===== config.mk =====
export PLATFORM = sky130hd
export DESIGN_NAME = calc_sequencer
export DESIGN_NICKNAME = d
export VERILOG_FILES = /design/src/rtl/calc_sequencer.sv
export SDC_FILE = /design/constraint.sdc
export NUM_CORES = 1
export LEC_CHECK = 0
export ABC_CLOCK_PERIOD_IN_PS = 7400
export CORE_MARGIN = 3
export CORE_UTILIZATION = 50
export DETAILED_ROUTE_END_ITERATION = 16
export GPL_ROUTABILITY_DRIVEN = 0
export HOLD_SLACK_MARGIN = 0.06
export PLACE_DENSITY_LB_ADDON = 0.25
export SLEW_MARGIN = 20
export SYNTH_ARGS = -nofsm -noshare
export SYNTH_HDL_FRONTEND = slang
export SYNTH_SLANG_ARGS = --single-unit

===== constraint.sdc =====
create_clock -name clk -period 7.4 [get_ports clk]
set_input_delay 1.11 -clock clk [delete_from_list [all_inputs] [get_ports clk]]
set_output_delay 1.11 -clock clk [all_outputs]
set_load 0.05 [all_outputs]

===== src/rtl/calc_sequencer.sv =====
// Keypad-driven control FSM for the register-bank + ALU calculator datapath.
// Builds decimal operands, writes A/B/R into the bank and sequences the ALU wait.
module calc_sequencer #(
    parameter logic [1:0]  ADDR_A  = 2'd0,
    parameter logic [1:0]  ADDR_B  = 2'd1,
    parameter logic [1:0]  ADDR_R  = 2'd2,
    parameter int unsigned ALU_LAT = 1
) (
    input  logic       clk,
    input  logic       rst_n,
    input  logic       key_valid,
    input  logic [3:0] key_code,
    input  logic [7:0] alu_out,
    input  logic       alu_carry,
    input  logic       alu_zero,
    output logic       rf_wr_en,
    output logic [1:0] rf_wr_addr,
    output logic [7:0] rf_wr_data,
    output logic [1:0] rf_rd_a,
    output logic [1:0] rf_rd_b,
    output logic [1:0] alu_sel,
    output logic [7:0] acc,
    output logic [7:0] result,
    output logic [2:0] flags,
    output logic       result_valid,
    output logic       busy,
    output logic       key_drop
);

    typedef enum logic [2:0] {S_A, S_WA, S_B, S_WB, S_EXEC, S_WR, S_DONE} state_t;

    localparam logic [2:0] LAT3 = 3'(ALU_LAT);

    state_t     state, state_n;
    logic [7:0] acc_n, result_n;
    logic       ovf, ovf_n, carry, carry_n, zero, zero_n;
    logic [1:0] op, op_n;
    logic [2:0] cnt, cnt_n;

    logic        is_digit, is_op, is_enter, is_clear;
    logic [11:0] acc_x10;
    logic [3:0]  op_code;

    always_ff @(posedge clk or negedge rst_n) begin
        if (!rst_n) begin
            state  <= S_A;
            acc    <= '0;
            ovf    <= 1'b0;
            op     <= '0;
            cnt    <= '0;
            result <= '0;
            carry  <= 1'b0;
            zero   <= 1'b0;
        end else begin
            state  <= state_n;
            acc    <= acc_n;
            ovf    <= ovf_n;
            op     <= op_n;
            cnt    <= cnt_n;
            result <= result_n;
            carry  <= carry_n;
            zero   <= zero_n;
        end
    end

    always_comb begin
        is_digit = (key_code <= 4'd9);
        is_op    = (key_code >= 4'hA) && (key_code <= 4'hD);
        is_enter = (key_code == 4'hE);
        is_clear = (key_code == 4'hF);
        // acc*10 + digit, wide enough to detect values above 255
        acc_x10  = ({4'd0, acc} << 3) + ({4'd0, acc} << 1) + {8'd0, key_code};
        op_code  = key_code - 4'hA;
    end

    always_comb begin
        state_n      = state;
        acc_n        = acc;
        ovf_n        = ovf;
        op_n         = op;
        cnt_n        = cnt;
        result_n     = result;
        carry_n      = carry;
        zero_n       = zero;
        rf_wr_en     = 1'b0;
        rf_wr_addr   = '0;
        rf_wr_data   = '0;
        result_valid = 1'b0;
        busy         = 1'b0;

        case (state)
            S_A, S_B, S_DONE: begin
                if (key_valid) begin
                    if (is_clear) begin
                        acc_n   = '0;
                        ovf_n   = 1'b0;
                        op_n    = '0;
                        state_n = S_A;
                    end else if (is_digit) begin
                        if (state == S_DONE) begin
                            acc_n   = {4'd0, key_code};
                            ovf_n   = 1'b0;
                            state_n = S_A;
                        end else begin
                            acc_n = acc_x10[7:0];
                            if (acc_x10 > 12'd255) ovf_n = 1'b1;
                        end
                    end else if (is_op) begin
                        op_n = op_code[1:0];
                        if (state == S_A) begin
                            state_n = S_WA;
                        end else if (state == S_DONE) begin
                            acc_n   = result;
                            state_n = S_WA;
                        end
                    end else if (is_enter && state == S_B) begin
                        state_n = S_WB;
                    end
                end
            end
            S_WA: begin
                busy       = 1'b1;
                rf_wr_en   = 1'b1;
                rf_wr_addr = ADDR_A;
                rf_wr_data = acc;
                acc_n      = '0;
                ovf_n      = 1'b0;
                state_n    = S_B;
            end
            S_WB: begin
                busy       = 1'b1;
                rf_wr_en   = 1'b1;
                rf_wr_addr = ADDR_B;
                rf_wr_data = acc;
                cnt_n      = LAT3;
                state_n    = S_EXEC;
            end
            S_EXEC: begin
                busy  = 1'b1;
                cnt_n = cnt - 3'd1;
                if (cnt == 3'd1) state_n = S_WR;
            end
            S_WR: begin
                busy         = 1'b1;
                rf_wr_en     = 1'b1;
                rf_wr_addr   = ADDR_R;
                rf_wr_data   = alu_out;
                result_n     = alu_out;
                carry_n      = alu_carry;
                zero_n       = alu_zero;
                result_valid = 1'b1;
                acc_n        = alu_out;
                state_n      = S_DONE;
            end
            default: state_n = S_A;
        endcase
    end

    assign key_drop = key_valid && busy;
    assign rf_rd_a  = ADDR_A;
    assign rf_rd_b  = ADDR_B;
    assign alu_sel  = op;
    assign flags    = {ovf, carry, zero};

endmodule

[Yosys cells after proc, flatten, opt, wreduce, memory -nomap -nowiden]
Index checks and enable logic that the tools add are counted.
Word-level totals
  bits in registers: 27
  output and inout port bits: 39
Cells by class
  $add $sub $neg: 4
  order comparisons: 4
  equality and inequality tests: 20
  mux-type cells: 33
  reduce and logical (&&, ||, !) cells: 16
Operator list (count)
  $mux 8: 7
  $mux 3: 9
  $pmux 8 s3: 1
  $ne 4x4->1 const B: 5
  $pmux 8 s2: 1
  $pmux 3 s5: 1
  $add 11x9->12: 1
  $add 12x4->12: 1
  $gt 12x8->1 const B: 1
  $ne 5x5->1 const B: 2
  $reduce_and 5->1: 2
  $eq 3x3->1 const B: 3
  $eq 4x4->1 const B: 2
  $le 4x4->1 const B: 2
  $mux 1: 8
  $reduce_and 4->1: 2
  $eq 3x1->1 const B: 2
  $eq 3x2->1 const B: 2
  $mux 2: 3
  $pmux 3 s2: 1
  $reduce_bool 2->1: 3
  $reduce_or 3->1: 2
  $ge 4x4->1 const B: 1
  $ne 2x2->1 const B: 2
  other kinds (11): 13

[Logic depth before layout (Yosys ltp)]
  depth after elaboration: 9
  gate-level depth with buffers: 10

[Worst setup path after synthesis]
OpenSTA, ideal clock, no wires.
  kind: register to output
  start: register state[2]
  end: output key_drop
  data arrival time: 2.216 ns
  required time: 6.290 ns
  setup slack: 4.074 ns
  stages on the path, launching flop included: 6
  buffers on the path: 3
  cells stage by stage: dfrtp_1 buf_6 clkbuf_1 clkbuf_1 a21oi_1 and2_1
On the way
  longest elaborated chain between the ends: 4
  elaborated cells on any way between the ends: 7
RTL lines
  start: declaration: line 34  | state_t state, state_n;
  start signal: assignment: line 55  | state <= state_n;
  $eq 3x3->1, or another cell as far along: line 91  | case (state)
  $reduce_or 4->1 (no line) (*)
  $mux 1 (*): line 91
  net busy: line 26  | output logic busy,
  $logic_and 1x1->1 (*): line 159  | assign key_drop = key_valid && busy;
  end: declaration: line 27  | output logic key_drop
Mark *: on every way through the listed nets, which the timed path passes. The rest lies on a longest branch.

[Worst setup path in the final report]
  start: register state[2]
  end: output rf_wr_data[5]
On the way
  longest elaborated chain between the ends: 3
  elaborated cells on any way between the ends: 5
RTL lines
  $eq 3x2->1 or $eq 3x1->1 (tied branches): line 91
  $reduce_or 2->1 (no line)
  $pmux 8 s2 (*): line 91
  end: declaration: line 18  | output logic [7:0] rf_wr_data,
Every way passes the cells marked *; elsewhere a longest branch is shown, timed or not.

==> results by group <==
Synthesis
  – Simple-Gate Fraction of Synth Area: 25.7%
  – Cells taking the most area after synthesis: dfrtp_1 30%, ha_1 9.5%, nand2_1 8.1%, nor2b_1 4.8%, a21oi_1 4.5%
  – Count of flip-flops with a built-in enable after synthesis: 0
  – Post-synthesis adder-cell area fraction: about 11%
  – Compound-Gate Fraction of Synth Area: slightly above 20%
  – Area leader, netlist: dfrtp_1
  – FFs w/ async S/R, synth: 100%
  – Netlist cell types: 50
  – Yosys Warn Count: 0
  – Top cells by count, synth: 48 x nand2_1, 27 x dfrtp_1, 20 x a21oi_1, 20 x nor2_1
  – Yosys reg bits: 27
  – Largest family of logic cells by synthesized area: simple AND/OR/NAND/NOR gates
  – Main synth FF type: dfrtp_1
  – Count leader, synth: nand2_1
  – Mapped cell area: roughly 2200 um2
  – Synth Area in XOR/XNOR: 0.784%
  – Avg Inst Size Synth: around 8 um2
  – Post-synth top area share: between 30 and 40%
  – Register area share after synthesis: 30.3%
  – Mux share of post-synthesis cell area: around 2.3%
  – Cells after Synth: roughly 270

Clocking
  – H-Tree Level Count: 1
  – CTS buffer count: 3
  – # clock sinks: 27
  – Clock slew at reported path FFs: ~0.10 ns
  – Cts hold-fix bufs: 0
  – Post-CTS Setup Inserts: 0
  – Clock root buffer: clkbuf_8
  – Max Root-Sink Buffers: 2
  – PostCTS Resize Cnt: 0
  – Worst-Skew Late Latency: around 0.28 ns
  – TritonCTS clock tree: done

Placement
  – Detailed placement HPWL: approximately 4200 um
  – Port bufs: roughly 50
  – Dpl cells: approximately 360

Drt
  – ANT nets after route: 0
  – Wire per inst: around 16 um
  – Via count: between 2k and 2.5k
  – Drc violations: 0
  – Via density per instance: between 5 and 6
  – Initial DRC count: between 100 and 150
  – WL final: 5660 um
  – DRT Pass-1 Iters: 4

Die
  – Die Ht: about 73 um
  – Row cnt: 23
  – Initial Util: 53.9%
  – IO Count: 56
  – Core footprint: approximately 4100 um2
  – Die X: approximately 73 um
  – Full die area: approximately 5300 um2

Critical path
  – CP Max Fanout: 26
  – CP endpoint kind: output port
  – Critical path class: register to output port
  – Crit path cell chain: nor2b_1, a21oi_1, nor2b_1, clkdlybuf4s50_1
  – Crit. path cell count: 4
  – Crit path buf inv count: 1
  – Largest stage delay, worst path: 0.88 ns
  – Worst Reg-to-Reg Cells: 9
  – Most common cell on crit path: nor2b_1
  – Slowest CP cell: dfrtp_1
  – Startpoint Class: register
  – Req. time, crit path: 6.29 ns
  – CP top delay family: flip-flops
  – Critical Path AT: 3.04 ns

Hold path
  – Hold Crit Class: register to register
  – WHS Path Cells: 2

Final layout
  – Antenna diode count: 0
  – Share of layout cells above drive strength 1: under 10%
  – Util after Layout: approximately two thirds
  – Area delta synth->final: 21.8%
  – Fin cells: 361
  – NumNets Final: roughly 350

GRT
  – Vias in the first global route: slightly above 2k
  – Largest net degree at the start of global routing: 28
  – First-pass GRT wire length: 9350 um
  – Initial antenna violation count: 0
  – Total global-route track usage: between 20% and 30%
  – Total gr overflow: 0

Run status
  – Outcome: completed

Timing
  – Slew Limit Fails: 0
  – Hold slack: 0.497 ns
  – RSZ-0062 raised after global routing: no
  – Tmin final: between 4 and 5 ns
  – Slew HR: around 47%
  – Final Cycle Share: roughly 56%
  – Total Neg Setup Slack: 0 ns
  – # setup viols final: 0
  – Final hold vios: 0
  – Tightest Pin Transition: between 0.7 and 0.8 ns
  – Max Fclk: around 240 MHz
  – Fin Clk Skew: between 0.001 and 0.0015 ns

Run
  – Max-Cap Viols: 0
registers in the layout (all words and copies together) (netlist names):
signal and count:
acc 8, result 8, cnt 3, state 3, alu_sel 2, carry 1
ovf 1, zero 1
cells by family (layout without fill, tap and decap cells):
kind of cell	count (synthesis)	in the layout
AOI/OAI and AO/OA	67	67
xor gates and xnor gates	2	2
DFF	27	27
muxes	5	5
adders and majority gates	19	19
buffers and inverters	34	69
and+or+nand+nor	118	118
other	2	4
tightest hold or removal path, delay by kind of cell, from the launching register on:
family / cells / cell delay [ns]
and+or+nand+nor: 2 / 0.11
DFF: 1 / 0.36
layer usage:
| layer | routed length, um | vias up | global-route usage [%] |
|---|---|---|---|
| met3 | 375 | 8 | 4.27 |
| li1 | - | 1015 | - |
| met5 | 0 | - | 0 |
| met2 | 2640 | 77 | 35.9 |
| met4 | 76 | 0 | 5.53 |
| met1 | 2570 | 1011 | 29.5 |
layout by cell type (no fill, tap or decap), types with 6 or more instances in the layout:
master and n:
nor2_1 20, nand2_1 48, nand2b_1 6, a21oi_1 20, nor2b_1 17, clkdlybuf4s50_1 51, ha_1 17, dfrtp_1 27
and2_1 6, inv_1 12, nand3_1 6
worst paths after layout:
path / from / slack [ns] / endpoint
worst max-delay path: state[2] / 3.25 / rf_wr_data[5]
worst min-delay path: carry / 0.50 / carry
worst max register to register: acc[0] / 4.63 / ovf
worst min register to register: carry / 0.50 / carry
max in group asynchronous: rst_n / 5.92 / cnt[0]
min in group asynchronous: rst_n / 1.20 / alu_sel[0]
through the flow:
step,setup slack [ns],instance area (um2)
after floorplan,4.07,2240
after global placement,3.50,2670
after detailed placement,3.36,2670
after CTS,3.31,2720
after global routing,3.05,2720
final,3.25,2720
final cells by class:
class                      count  area, um2
clock buffer                   3       41.3
clock inverter                 1       7.51
fill                         373       1420
inverter                      13       48.8
multi-input combinational    215       1370
sequential                    27        676
tap                           50       62.6
timing repair buffer          52        518
Power is left out: the tool's default activity adds up to more than one toggle a clock period on the data nets, which glitch-free logic cannot reach.
